[src/rtl/atto_noc_pkg.sv]
// Shared NoC definitions: request-bundle bit positions, route encodings and
// flit destination field offsets.
package atto_noc_pkg;

  typedef logic [2:0] req_bundle_t;

  localparam int REQ_BIT   = 0;
  localparam int HIT_Y_BIT = 1;
  localparam int HIT_X_BIT = 2;

  localparam req_bundle_t RB_NULL  = 3'b000;
  localparam req_bundle_t RB_WEST  = 3'b011;
  localparam req_bundle_t RB_SOUTH = 3'b101;
  localparam req_bundle_t RB_PE    = 3'b111;

  // dst_x sits in the top ADDR_W bits of a flit, dst_y directly below it
  function automatic int dst_x_lsb(input int flit_w, input int addr_w);
    return flit_w - addr_w;
  endfunction

  function automatic int dst_y_lsb(input int flit_w, input int addr_w);
    return flit_w - 2 * addr_w;
  endfunction

  function automatic req_bundle_t make_request(input logic hit_x, input logic hit_y);
    req_bundle_t rb;
    rb            = RB_NULL;
    rb[HIT_X_BIT] = hit_x;
    rb[HIT_Y_BIT] = hit_y;
    rb[REQ_BIT]   = 1'b1;
    return rb;
  endfunction

endpackage

[src/rtl/flit_fifo.sv]
// Power-of-two input flit buffer; a push into a full buffer is dropped unless
// a pop happens in the same cycle.
module flit_fifo #(
  parameter int FLIT_W = 32,
  parameter int HDR_W  = 4,
  parameter int DEPTH  = 4
) (
  input  logic                        clk,
  input  logic                        reset,
  input  logic                        push,
  input  logic [FLIT_W-1:0]           push_flit,
  input  logic                        pop,
  output logic [FLIT_W-1:0]           head_flit,
  output logic [HDR_W-1:0]            next_hdr,
  output logic [$clog2(DEPTH):0]      count,
  output logic                        push_drop
);

  localparam int PTR_W = $clog2(DEPTH);
  localparam int CNT_W = PTR_W + 1;

  logic [FLIT_W-1:0] mem_q [DEPTH];
  logic [PTR_W-1:0]  wr_ptr_q, wr_ptr_d;
  logic [PTR_W-1:0]  rd_ptr_q, rd_ptr_d;
  logic [CNT_W-1:0]  count_q, count_d;
  logic              full;
  logic              push_ok;
  logic [FLIT_W-1:0] next_flit;

  assign full      = (count_q == CNT_W'(DEPTH));
  assign push_ok   = push && (!full || pop);
  assign push_drop = push && full && !pop;
  assign head_flit = mem_q[rd_ptr_q];
  assign next_flit = mem_q[rd_ptr_q + PTR_W'(1)];
  assign next_hdr  = next_flit[FLIT_W-1 -: HDR_W];
  assign count     = count_q;

  always_comb begin
    wr_ptr_d = wr_ptr_q;
    rd_ptr_d = rd_ptr_q;
    count_d  = count_q;
    if (push_ok) wr_ptr_d = wr_ptr_q + PTR_W'(1);
    if (pop)     rd_ptr_d = rd_ptr_q + PTR_W'(1);
    case ({push_ok, pop})
      2'b10:   count_d = count_q + CNT_W'(1);
      2'b01:   count_d = count_q - CNT_W'(1);
      default: count_d = count_q;
    endcase
  end

  always_ff @(posedge clk) begin
    if (reset) begin
      wr_ptr_q <= '0;
      rd_ptr_q <= '0;
      count_q  <= '0;
    end else begin
      wr_ptr_q <= wr_ptr_d;
      rd_ptr_q <= rd_ptr_d;
      count_q  <= count_d;
    end
  end

  // storage carries no reset; only the pointers define what is valid
  always_ff @(posedge clk) begin
    if (push_ok) mem_q[wr_ptr_q] <= push_flit;
  end

endmodule

[src/rtl/route_requester.sv]
// Buffers incoming flits, computes the XY route of the head flit and holds a
// registered request to the output arbiter. Optional watchdog: REQUESTER_STARVE_MON_EN.
//
// state      | meaning
// IDLE       | no request outstanding, waiting for a buffered flit
// REQUEST    | request_bundle holds the head flit's route until granted
module route_requester
  import atto_noc_pkg::*;
#(
  parameter int FLIT_W       = 32,
  parameter int ADDR_W       = 2,
  parameter int LOCAL_X      = 0,
  parameter int LOCAL_Y      = 0,
  parameter int DEPTH        = 4,
  parameter int STARVE_LIMIT = 16
) (
  input  logic              clk,
  input  logic              reset,
  input  logic              in_valid,
  input  logic [FLIT_W-1:0] in_flit,
  output logic              credit_out,
  output logic [2:0]        request_bundle,
  input  logic              grant,
  output logic [FLIT_W-1:0] out_flit,
  output logic              overflow,
  output logic              starve
);

  localparam int CNT_W = $clog2(DEPTH) + 1;
  localparam int HDR_W = 2 * ADDR_W;
  localparam int HDR_LSB = dst_y_lsb(FLIT_W, ADDR_W);

  localparam logic [0:0] ST_IDLE    = 1'b0;
  localparam logic [0:0] ST_REQUEST = 1'b1;

  logic [0:0]        state_q, state_d;
  req_bundle_t       bundle_q, bundle_d;
  logic              credit_q, credit_d;
  logic              overflow_q, overflow_d;
  logic              pop;
  logic [FLIT_W-1:0] head_flit;
  logic [HDR_W-1:0]  next_hdr;
  logic [CNT_W-1:0]  count;
  logic              push_drop;

  flit_fifo #(
    .FLIT_W (FLIT_W),
    .HDR_W  (HDR_W),
    .DEPTH  (DEPTH)
  ) u_fifo (
    .clk       (clk),
    .reset     (reset),
    .push      (in_valid),
    .push_flit (in_flit),
    .pop       (pop),
    .head_flit (head_flit),
    .next_hdr  (next_hdr),
    .count     (count),
    .push_drop (push_drop)
  );

  // hdr = {dst_x, dst_y}
  function automatic req_bundle_t route_of(input logic [HDR_W-1:0] hdr);
    return make_request(hdr[ADDR_W +: ADDR_W] == ADDR_W'(LOCAL_X),
                        hdr[0 +: ADDR_W]      == ADDR_W'(LOCAL_Y));
  endfunction

  always_comb begin
    state_d  = state_q;
    bundle_d = bundle_q;
    pop      = 1'b0;
    case (state_q)
      ST_IDLE: begin
        if (count != '0) begin
          bundle_d = route_of(head_flit[HDR_LSB +: HDR_W]);
          state_d  = ST_REQUEST;
        end
      end
      ST_REQUEST: begin
        if (grant && bundle_q[REQ_BIT]) begin
          pop = 1'b1;
          // a second buffered flit keeps the request up for back-to-back grants
          if (count > CNT_W'(1)) begin
            bundle_d = route_of(next_hdr);
          end else begin
            bundle_d = RB_NULL;
            state_d  = ST_IDLE;
          end
        end
      end
      default: begin
        bundle_d = RB_NULL;
        state_d  = ST_IDLE;
      end
    endcase
    credit_d   = pop;
    overflow_d = overflow_q | push_drop;
  end

  always_ff @(posedge clk) begin
    if (reset) begin
      state_q    <= ST_IDLE;
      bundle_q   <= RB_NULL;
      credit_q   <= 1'b0;
      overflow_q <= 1'b0;
    end else begin
      state_q    <= state_d;
      bundle_q   <= bundle_d;
      credit_q   <= credit_d;
      overflow_q <= overflow_d;
    end
  end

  assign request_bundle = bundle_q;
  assign credit_out     = credit_q;
  assign overflow       = overflow_q;
  assign out_flit       = head_flit;

`ifdef REQUESTER_STARVE_MON_EN
  localparam int SW = $clog2(STARVE_LIMIT + 1);

  logic [SW-1:0] starve_cnt_q, starve_cnt_d;
  logic          starve_q, starve_d;

  always_comb begin
    starve_cnt_d = '0;
    if (state_q == ST_REQUEST && !grant) begin
      starve_cnt_d = starve_cnt_q;
      if (starve_cnt_q != SW'(STARVE_LIMIT)) starve_cnt_d = starve_cnt_q + SW'(1);
    end
    starve_d = starve_q | (starve_cnt_d == SW'(STARVE_LIMIT));
  end

  always_ff @(posedge clk) begin
    if (reset) begin
      starve_cnt_q <= '0;
      starve_q     <= 1'b0;
    end else begin
      starve_cnt_q <= starve_cnt_d;
      starve_q     <= starve_d;
    end
  end

  assign starve = starve_q;
`else
  assign starve = 1'b0;
`endif

endmodule
[config.mk]
export PLATFORM = sky130hd
export DESIGN_NAME = route_requester
export DESIGN_NICKNAME = d
export VERILOG_FILES = /design/src/rtl/atto_noc_pkg.sv /design/src/rtl/flit_fifo.sv /design/src/rtl/route_requester.sv
export SDC_FILE = /design/constraint.sdc
export NUM_CORES = 1
export LEC_CHECK = 0
export BUFFER_PORTS_ARGS = -buffer_cell sky130_fd_sc_hd__buf_2
export CAP_MARGIN = 10
export CORE_UTILIZATION = 57
export DETAILED_ROUTE_END_ITERATION = 8
export HOLD_SLACK_MARGIN = 0.15
export PLACE_DENSITY = 0.79
export RECOVER_POWER = 100
export SLEW_MARGIN = 0
export SYNTH_ARGS = -nofsm -noshare
export SYNTH_HDL_FRONTEND = slang
export SYNTH_SLANG_ARGS = --single-unit
export TNS_END_PERCENT = 50
[constraint.sdc]
create_clock -name clk -period 2.75 [get_ports clk]
set_clock_uncertainty 0.05 [all_clocks]
set_input_delay 0.275 -clock clk [delete_from_list [all_inputs] [get_ports clk]]
set_output_delay 0.275 -clock clk [all_outputs]
set_load 0.02 [all_outputs]
After elaboration in Yosys (flattened, before gate mapping)

Memories as Yosys holds them, arrays and structs flattened. A register that Yosys moved wholly into a read port is not among the register bits.
Cells that the tools add are included.

Reduce and logical (&&, ||, !) cells: 14
Eq/ne operators: 5
Muxes and demuxes: 15
$lt $le $gt $ge: 1
Add/sub/neg operators: 4
Bitwise gates (word level): 2

Operators by type and width:

| kind                  | count |
|---|---|
| $pmux W3 S2           | 2 |
| $mux W3               | 3 |
| $logic_not A2 Y1      | 4 |
| $mux W1               | 7 |
| $add A2 B1 Y2 const B | 2 |
| $logic_and A1 B1 Y1   | 4 |
| $mux W2               | 2 |
| $add A3 B1 Y3 const B | 1 |
| $eq A3 B3 Y1 const B  | 1 |
| $gt A3 B1 Y1 const B  | 1 |
| $reduce_bool A3 Y1    | 1 |
| $sub A3 B1 Y3 const B | 1 |
| $eq A2 B1 Y1 const B  | 1 |
| $eq A2 B2 Y1 const B  | 1 |
| $logic_not A1 Y1      | 2 |
| $ne A2 B1 Y1 const B  | 1 |
| $ne A2 B2 Y1 const B  | 1 |
| $pmux W1 S2           | 1 |
| $reduce_and A2 Y1     | 1 |
| $reduce_bool A2 Y1    | 1 |
| $logic_or A1 B1 Y1    | 1 |
| $not A1 Y1            | 1 |
| $or A1 B1 Y1          | 1 |

Bits in writable memories: 128
Memories kept: 1
Input bits: 36
Output and inout port bits: 38
Bits in registers: 13

Memory list:

| memory       | words | bits a word | rd ports | clocked after Yosys merged registers in | write ports | line            | text |
|---|---|---|---|---|---|---|---|
| u_fifo.mem_q | 4     | 32          | 2        | 1                                       | 1           | flit_fifo.sv:22 | `logic [FLIT_W-1:0] mem_q [DEPTH];` |

Longest topological paths before layout

Gate-level depths: netlist of the first run.

Depth in word-level cells: 7
Gate-level depth with buffers: 10
Mapped depth without buffers: 10

Cells and area by module

A second synthesis of the first run with hierarchy kept.

Cells, all modules: 264
Area total of the unflattened synthesis: 5574.1 µm²

Modules (own cells, without submodules):

| module          | cells each | area an instance (µm²) | instances |
|---|---|---|---|
| flit_fifo       | 232        | 5305.1                 | 1 |
| route_requester | 32         | 269.0                  | 1 |

Least setup slack after synthesis of the first run

No wires, ideal clock.

Path kind: reg-to-reg
Start: reg bundle_q[0], in the netlist request_bundle[0]
End: mem u_fifo.mem_q[0][0], enable pin
Slack: 448 ps
Required time: 2308 ps
Setup time: 392 ps
Clock period less this slack: 2302 ps
Stages on the path, launching flop included: 6
Arrival time: 1860 ps
Cells stage by stage: dfxtp_1 -> and3_1 -> buf_2 -> nor2_1 -> nor2b_1 -> and2_1

Word-level cells in the longest chain between the ends: 7

Ends and longest elaborated chain:

| item                          | line                   | text |
|---|---|---|
| start: declaration            | route_requester.sv:37  | `req_bundle_t bundle_q, bundle_d;` |
| start signal: assignment      | route_requester.sv:108 | `bundle_q <= bundle_d;` |
| $logic_and A1 B1 Y1           | route_requester.sv:80  | `if (grant && bundle_q[REQ_BIT]) begin` |
| $mux W1                       | route_requester.sv:80  |  |
| $mux W1                       | route_requester.sv:72  | `case (state_q)` |
| via credit_d                  | route_requester.sv:38  | `logic credit_q, credit_d;` |
| $logic_or A1 B1 Y1            | flit_fifo.sv:31        | `assign push_ok = push && (!full \|\| pop);` |
| $logic_and A1 B1 Y1           | flit_fifo.sv:31        |  |
| $mux W1                       | flit_fifo.sv:65        | `if (push_ok) mem_q[wr_ptr_q] <= push_flit;` |
| $mux W1 (not written as such) | flit_fifo.sv:65        |  |
| end: declaration              | flit_fifo.sv:22        |  |

The timed path passes the listed nets, and every way through them passes these cells.

==> results of run 1 <==
[stage by stage]
stage / setup slack [ns] / util
2_1_floorplan: 0.4475 / -
3_3_place_gp: 0.6165 / 0.6493
3_5_place_dp: 0.5255 / 0.6493
4_1_cts: 0.1563 / 0.7522
5_1_grt: 0.05947 / 0.7431
6_report: 0.2350 / 0.7431
[worst paths after layout]
kind              slack (ns)  depth (start not counted)                              to
setup / recovery        0.23                          3                     out_flit[1]
hold / removal          0.22                          5  request_bundle[2]$_SDFFE_PP0P_
setup reg to reg        0.32                          5   u_fifo.mem_q[3][20]$_DFFE_PP_
hold reg to reg         0.45                          2  request_bundle[2]$_SDFFE_PP0P_
[repair_timing]
action / CTS / global route
setup buffers: 0 / 0
hold endpoints to repair: 143 / 0
setup endpoints to repair: 0 / 0
hold buffers: 35 / 0
[final cells by class]
cell class | instances | area share
repair buffers | 115 | 0.1086
well taps | 111 | 0.02032
clock buffers | 17 | 0.06060
inverters | 5 | 0.002746
flip-flops and latches | 143 | 0.6067
multi-input cells | 99 | 0.1743
clock inverters | 15 | 0.02673
[where the power goes]
group	total [mW]	internal, mW	switching, mW
combinational	0.566	0.235	0.330
sequential	2.57	2.51	0.0620
clock	2.26	1.39	0.872
[synth_stat cells (3+ instances only)]
cell / instances / share of area
a211oi_1: 5 / 0.0069
a21oi_1: 3 / 0.0028
and2_1: 4 / 0.0046
buf_2: 4 / 0.0037
dfxtp_1: 15 / 0.055
edfxtp_1: 128 / 0.71
ha_1: 9 / 0.021
inv_1: 5 / 0.0035
mux4_2: 34 / 0.14
nand2_1: 3 / 0.0021
nor2_1: 21 / 0.015
xor2_1: 3 / 0.0049
[worst max-delay path, stage by stage, from the launching register on]
cell	delay, ns
dfxtp_2	0.66
buf_12	0.28
mux4_2	0.54
clkbuf_2	0.19
[metal layers]
layer | vias up | GRT usage | share of wire
met3 | 12 | 0.07449 | 0.056
met5 | - | 0 | 0
li1 | 1289 | - | -
met2 | 90 | 0.3702 | 0.52
met1 | 1443 | 0.2702 | 0.40
met4 | 0 | 0.1029 | 0.016
[cell families (layout without fill, tap and decap cells)]
logic type | after synthesis | count (layout)
buffers and inverters | 15 | 152
multiplexers | 36 | 36
AO/OA/AOI/OAI | 13 | 13
adder cells (fa/ha/maj) | 9 | 9
XOR/XNOR | 5 | 5
other | 1 | 1
AND/OR/NAND/NOR | 35 | 35
flip-flops | 143 | 143
[registers in the layout (all words and copies together), names as in the netlist, named ones only]
name             flops
credit_out           1
u_fifo.wr_ptr_q      2
u_fifo.mem_q       128
u_fifo.count         3
request_bundle       3
u_fifo.rd_ptr_q      2
state_q              1
overflow             1
==> impl_metrics.py, run 1 <==
metrics = {
    "detailed_routing": {
        "drt_iter0_drc": 186,
        "vias": 2834,
        "dr.pass1.iters": 4,
        "viasPerCell": 5.612,
        "antenna_left": 0,
        "drc": 0,
        "routed_wl_um": 9947,
        "post_drt_wl_per_cell_um": 19.70,
    },
    "cells_and_area": {
        "fin_cells": 505,
        "multi_input_area_um2": 1191,
        "diodes": 0,
        "final-seq-area_um2": 4146,
        "drive_gt1_frac": 0.2284,
        "fin_nets": 426,
        "fin_area_um2": 6834,
        "area_delta_synth_final_pct": 26.29,
        "final_cell_mix": "128 x edfxtp_1, 59 x clkbuf_1, 35 x dlygate4sd3_1",
        "num-fill-cells": 553,
        "layout_commonest_cell": "edfxtp_1",
    },
    "clocking": {
        "ctsResizeCount": 0,
        "cts_tree": "built",
        "htree_levels": 4,
        "clock_path_buffers": 2,
        "clock-sinks": 143,
        "clk_pin_slew_ns": 0.06,
        "clk_latency_ns": 0.51,
        "cts_made_buffers": 17,
        "clockRootBuffer": "clkbuf_8",
    },
    "synthesis": {
        "avgSynthCellArea_um2": 21.06,
        "syn_inst": 257,
        "syn-cell-area_um2": 5411,
        "synth-simple-area-share": 0.02913,
        "ys_warn_count": 0,
        "async_flop_share": 0,
        "synth.area.mux_share": 0.1452,
        "seq_area_frac_synth": 0.7658,
        "synth-compound-area-share": 0.01618,
        "synth_top_family_by_area": "multiplexers",
        "synth_edf_count": 128,
        "synth-xor-area-share": 0.008092,
        "ys_ff_latch": 143,
        "synth-adder-area-share": 0.02081,
        "syn-num-nets": 302,
        "synthFlopType": "edfxtp_1",
        "synth.distinct_cells": 28,
    },
    "floorplanning": {
        "die_area_um2": 9887,
        "core.rowCount": 35,
        "die_w_um": 99.44,
        "initial_core_util": 0.5884,
        "core_area_um2": 9196,
        "io-pin-count": 74,
        "die-height_um": 99.44,
    },
    "place": {
        "dp_cells": 438,
        "dpl_cell_area_um2": 5971,
        "gp_congestion": 0.8446,
        "io_buffers": 72,
        "dpl.hpwl_um": 5854,
    },
    "timing": {
        "slew_violations": 0,
        "grt_setup_unrepaired": "false",
        "timing.final.crit_period_ns": 2.515,
        "fin_tns_setup_ns": 0,
        "finalHoldViolCount": 0,
        "setup_viol": 0,
        "fmax_mhz": 397.6,
        "tightest_slew_ns": 0.6986,
        "period_share": 0.9146,
        "hold_ws_ns": 0.2192,
        "slew_headroom": 0.5340,
    },
    "worst_setup_path": {
        "reg2reg_from": "state_q$_SDFF_PP0_",
        "crit_path_end_kind": "primary output",
        "worstPathArrival_ns": 2.19,
        "crit_fanout": 20,
        "criticalPathCategory": "reg -> out",
        "required_ns": 2.42,
        "setup.worst_path.start_class": "register",
    },
    "hold_path": {
        "worstHoldStart": "grant",
        "hp-class": "in -> reg",
    },
    "outcome": {
        "status": "finished clean",
    },
    "global_route": {
        "grt_max_degree": 27,
        "grt_pass1_vias": 3039,
        "grt_pass1_wl_um": 15530,
        "antenna_found_initial": 0,
        "grt_usage": 0.2241,
        "overflow": 0,
    },
    "pwr": {
        "power.density_nw_per_um2": 790.4,
        "power.leakage_nw": 2.287,
        "vdd_drop_max_uv": 559.1,
        "finalPower_mw": 5.402,
    },
    "flow_run": {
        "cap_violations": 0,
    },
}
Note: power is estimated with default switching activity, not from simulation.
==> inputs of run 2 (changes only) <==
--- a/constraint.sdc
+++ b/constraint.sdc
@@ -3,3 +3,3 @@
 set_input_delay 0.275 -clock clk [delete_from_list [all_inputs] [get_ports clk]]
 set_output_delay 0.275 -clock clk [all_outputs]
-set_load 0.02 [all_outputs]
+set_load 0.005 [all_outputs]
==> run 2 against run 1 <==
Net effect:
- via count shrank 1.5%
- non-clock buffer count is 1 higher
- sequential power barely moved
- wire length decreased by 3.0%
- final area shrank 1.0%
- utilization fell by 0.78 points
- cell count increased by 0.20%
- critical path type unchanged
==> impl_metrics.py, run 2 (synthesis results as in run 1) <==
metrics = {
    "pwr": {
        "power.leakage_nw": 2.272,
        "vdd_drop_max_uv": 638.4,
        "power.density_nw_per_um2": 762.6,
    },
    "global_route": {
        "grt_pass1_wl_um": 15240,
        "grt_pass1_vias": 2978,
        "overflow": 0,
        "antenna_found_initial": 0,
        "grt_max_degree": 33,
        "grt_usage": 0.2182,
    },
    "clocking": {
        "clock-sinks": 143,
        "clockRootBuffer": "clkbuf_8",
        "cts_made_buffers": 17,
        "ctsResizeCount": 0,
        "cts_tree": "built",
        "clk_latency_ns": 0.51,
        "htree_levels": 4,
        "clock_path_buffers": 2,
        "clk_pin_slew_ns": 0.06,
    },
    "detailed_routing": {
        "drc": 0,
        "antenna_left": 0,
        "post_drt_wl_per_cell_um": 19.08,
        "routed_wl_um": 9653,
        "drt_iter0_drc": 147,
        "viasPerCell": 5.518,
        "vias": 2792,
        "dr.pass1.iters": 4,
    },
    "cells_and_area": {
        "area_delta_synth_final_pct": 24.97,
        "fin_area_um2": 6763,
        "final_core_util": 0.7354,
        "final-seq-area_um2": 4146,
        "multi_input_area_um2": 1195,
        "layout_commonest_cell": "edfxtp_1",
        "top_register": "u_fifo.mem_q",
        "num-fill-cells": 584,
        "fin_cells": 506,
        "fin_nets": 427,
        "drive_gt1_frac": 0.2532,
        "largest_reg_flops": 128,
        "diodes": 0,
        "final_cell_mix": "128 x edfxtp_1, 53 x clkbuf_1, 35 x dlygate4sd3_1",
    },
    "timing": {
        "tightest_slew_ns": 0.9006,
        "timing.final.crit_period_ns": 2.471,
        "finalHoldViolCount": 0,
        "grt_setup_unrepaired": "false",
        "fmax_mhz": 404.7,
        "slew_violations": 0,
        "fin_tns_setup_ns": 0,
        "setup_viol": 0,
        "slew_headroom": 0.3996,
        "period_share": 0.8986,
    },
    "hold_path": {
        "hp-class": "in -> reg",
    },
    "place": {
        "gp_congestion": 0.8344,
        "dpl_cell_area_um2": 5941,
        "dpl.hpwl_um": 5887,
        "dp_cells": 439,
        "io_buffers": 72,
    },
    "worst_setup_path": {
        "cpPeakStageDelay_ns": 0.63,
        "cp_cell_sequence": "clkbuf_2 > mux4_2 > buf_2",
        "crit_family": "buffers and inverters",
        "worstPathArrival_ns": 2.15,
        "crit_path_end_kind": "primary output",
        "cpMaxStageDelayCell": "mux4_2",
        "path_buf_inv": 2,
        "setup.worst_path.start_class": "register",
        "required_ns": 2.42,
        "criticalPathCategory": "reg -> out",
        "crit_fanout": 17,
    },
    "floorplanning": {
        "die_area_um2": 9887,
        "die_w_um": 99.44,
        "io-pin-count": 74,
        "die-height_um": 99.44,
        "core.rowCount": 35,
        "initial_core_util": 0.5884,
        "core_area_um2": 9196,
    },
    "flow_run": {
        "cap_violations": 0,
    },
    "outcome": {
        "status": "finished clean",
    },
}
==> run 2: changes by cell type in the layout (fill, tap and decap cells not counted), moves of 2 or more <==
cell	delta
buf_2	+19
clkbuf_1	-6
bufinv_16	-2
clkinvlp_4	+3
and2_2	+3
clkinv_2	-3
clkbuf_2	-6
and2_0	-3
buf_12	-3
==> run 2: final cells by class <==
cell class              count  share of cell area
multi-input cells          99              0.1767
well taps                 111             0.02054
clock buffers              19             0.06235
repair buffers            116              0.1049
inverters                   5            0.002775
clock inverters            13             0.01961
flip-flops and latches    143              0.6131
==> run 2: layer usage <==
metal,wire [µm],GRT usage,part of all wire,vias up
li1,-,-,-,1288
met1,4033,0.2568,0.42,1416
met2,5066,0.3734,0.52,80
met3,450,0.05903,0.047,8
met4,103,0.1086,0.011,0
met5,0,0,0,-
==> run 2: repair_timing <==
item	CTS	global route
setup buffers	0	0
hold buffers	35	0
endpoints found under the hold margin	143	0
==> run 2: path summary, 6_finish.rpt <==
| kind | start | end | slack, ns | cells after the start |
|---|---|---|---|---|
| hold reg to reg | request_bundle[1]$_SDFFE_PP0P_ | request_bundle[1]$_SDFFE_PP0P_ | 0.45 | 2 |
| setup / recovery | register | out_flit[31] | 0.28 | 3 |
| setup reg to reg | state_q$_SDFF_PP0_ | u_fifo.mem_q[3][3]$_DFFE_PP_ | 0.30 | 5 |
| hold / removal | grant | request_bundle[1]$_SDFFE_PP0P_ | 0.19 | 5 |
==> run 2: tightest hold or removal path: cells and delay by family <==
kind	cells	cell delay, ns
simple gates	2	0.16
compound gates	2	0.16
buf+inv	1	0.10
==> run 2: metrics by stage <==
stage	power, mW	hold slack [ns]	worst slack [ns]
6_report	5.157	0.1908	0.2790
5_1_grt	5.341	0.2235	0.1214
4_1_cts	5.221	0.1712	0.3252
3_5_place_dp	3.067	0.4429	0.4833
3_3_place_gp	3.053	0.4339	0.5693
2_1_floorplan	2.870	0.2966	0.5332
==> run 2: power breakdown <==
group | leakage (nW) | switching [mW] | internal (mW)
combinational | 0.716 | 0.245 | 0.230
sequential | 1.30 | 0.0529 | 2.51
clock | 0.258 | 0.901 | 1.22
total | 2.27 | 1.20 | 3.96
==> inputs of run 3 (changes only) <==
PLACE_DENSITY = 0.8   (was 0.79)
==> run 3 against run 2 <==
Net effect:
- sequential share of layout area grew 0.072 points
- global-route usage grew 1.0 points
- count of clock-buffer cells in the layout shrank 1
- total power grew 0.74%
- via count grew 1.4%
- utilization shrank 0.11 points
- first-iteration DRC count shrank 18%
- final area shrank 0.15%
- non-clock buffer count shrank 2
- hold slack gained 0.019 ns
- sequential power is essentially flat
==> impl_metrics.py, run 3 (synthesis results as in run 1) <==
metrics = {
    "clocking": {
        "cts_made_buffers": 17,
        "clk_pin_slew_ns": 0.06,
        "clock_path_buffers": 2,
        "clockRootBuffer": "clkbuf_8",
        "cts_hold_buf": 35,
        "ctsResizeCount": 0,
        "cts_setup_buffers": 0,
        "clk_latency_ns": 0.51,
        "clock-sinks": 143,
        "cts_tree": "built",
        "htree_levels": 4,
    },
    "worst_setup_path": {
        "cpMaxStageDelayCell": "buf_2",
        "setup.worst_path.start_class": "register",
        "ff2ff_path_depth": 5,
        "cp_cell_sequence": "and3_1 > nor2_1 > nor2b_1 > and2_2 > buf_2",
        "required_ns": 2.84,
        "criticalPathCategory": "reg -> reg",
        "worstPathArrival_ns": 2.46,
        "crit_path_end_kind": "register",
        "cpPeakStageDelay_ns": 0.65,
        "crit_fanout": 32,
    },
    "floorplanning": {
        "core.rowCount": 35,
        "die_area_um2": 9887,
        "io-pin-count": 74,
        "core_area_um2": 9196,
        "initial_core_util": 0.5884,
        "die-height_um": 99.44,
        "die_w_um": 99.44,
    },
    "detailed_routing": {
        "antenna_left": 0,
        "viasPerCell": 5.617,
        "vias": 2831,
        "dr.pass1.iters": 4,
        "drt_iter0_drc": 120,
        "post_drt_wl_per_cell_um": 20.47,
        "routed_wl_um": 10320,
        "drc": 0,
    },
    "flow_run": {
        "cap_violations": 0,
    },
    "global_route": {
        "grt_pass1_vias": 3056,
        "overflow": 0,
        "grt_usage": 0.2287,
        "grt_max_degree": 33,
        "antenna_found_initial": 0,
        "grt_pass1_wl_um": 15900,
    },
    "cells_and_area": {
        "layout_commonest_cell": "edfxtp_1",
        "num-fill-cells": 560,
        "final_cell_mix": "128 x edfxtp_1, 52 x clkbuf_1, 35 x dlygate4sd3_1",
        "diodes": 0,
        "fin_area_um2": 6753,
        "area_delta_synth_final_pct": 24.79,
        "drive_gt1_frac": 0.2494,
        "fin_nets": 425,
        "top_register": "u_fifo.mem_q",
        "largest_reg_flops": 128,
    },
    "outcome": {
        "status": "finished clean",
    },
    "pwr": {
        "vdd_drop_max_uv": 535.9,
        "power.leakage_nw": 2.263,
        "power.density_nw_per_um2": 769.3,
    },
    "place": {
        "dpl.hpwl_um": 5517,
        "gp_congestion": 0.7408,
        "dpl_cell_area_um2": 5938,
        "io_buffers": 72,
    },
    "timing": {
        "timing.final.crit_period_ns": 2.376,
        "fmax_mhz": 420.9,
        "finalHoldViolCount": 0,
        "setup_viol": 0,
        "fin_tns_setup_ns": 0,
        "grt_setup_unrepaired": "false",
        "hold_ws_ns": 0.2097,
        "slew_headroom": 0.4358,
        "slew_violations": 0,
        "period_share": 0.8639,
        "tightest_slew_ns": 0.8463,
    },
    "hold_path": {
        "min_delay_path_depth": 5,
        "hp-class": "in -> reg",
    },
}
==> run 3: cell types whose count changed in the layout (fill, tap and decap cells not counted), sizes merged <==
| cell | change |
|---|---|
| buf | +1 |
| bufinv | +1 |
| clkbuf | -4 |
| clkinvlp | +2 |
| inv | -2 |
==> run 3: stage by stage <==
step	setup slack (ns)	util	std cells	power, mW
after CTS	0.3808	0.7446	504	5.248
after global placement	0.6156	0.6457	437	3.056
after global routing	0.1494	0.7343	504	5.373
after detailed placement	0.5367	0.6457	437	3.074
after floorplan	0.5332	-	257	2.870
final	0.3743	0.7343	504	5.195
==> run 3: per-layer routing <==
metal	global-route usage	wire, µm	up-vias
met5	0	0	-
met4	0.09389	193	0
met3	0.06395	596	14
met2	0.3905	5414	107
met1	0.2774	4110	1426
li1	-	-	1284
==> run 3: area by class of cell <==
type                    instances  area, µm²  share of cell area
flip-flops and latches        143       4145              0.6139
clock inverters                14      141.4             0.02094
clock buffers                  18      417.9             0.06189
well taps                     111      138.9             0.02057
inverters                       5      18.77            0.002779
multi-input cells              99       1196              0.1771
repair buffers                114      694.4              0.1028
==> run 3: worst paths after layout <==
path                                   from                             end  slack (ns)
max                      state_q$_SDFF_PP0_   u_fifo.mem_q[2][28]$_DFFE_PP_        0.37
min                                   grant  request_bundle[2]$_SDFFE_PP0P_        0.21
max reg2reg              state_q$_SDFF_PP0_   u_fifo.mem_q[2][28]$_DFFE_PP_        0.37
min reg2reg  request_bundle[2]$_SDFFE_PP0P_  request_bundle[2]$_SDFFE_PP0P_        0.44
==> run 3: worst max-delay path, delay by kind of cell (launching register included) <==
kind,cells,cell delay [ns]
and+or+nand+nor,4,0.84
DFF,1,0.43
buffers and inverters,1,0.65
==> run 3: power breakdown <==
part / leakage [nW] / switching (mW) / internal, mW
sequential: 1.30 / 0.0559 / 2.51
clock: 0.257 / 0.864 / 1.28
combinational: 0.707 / 0.249 / 0.230
total: 2.26 / 1.17 / 4.03
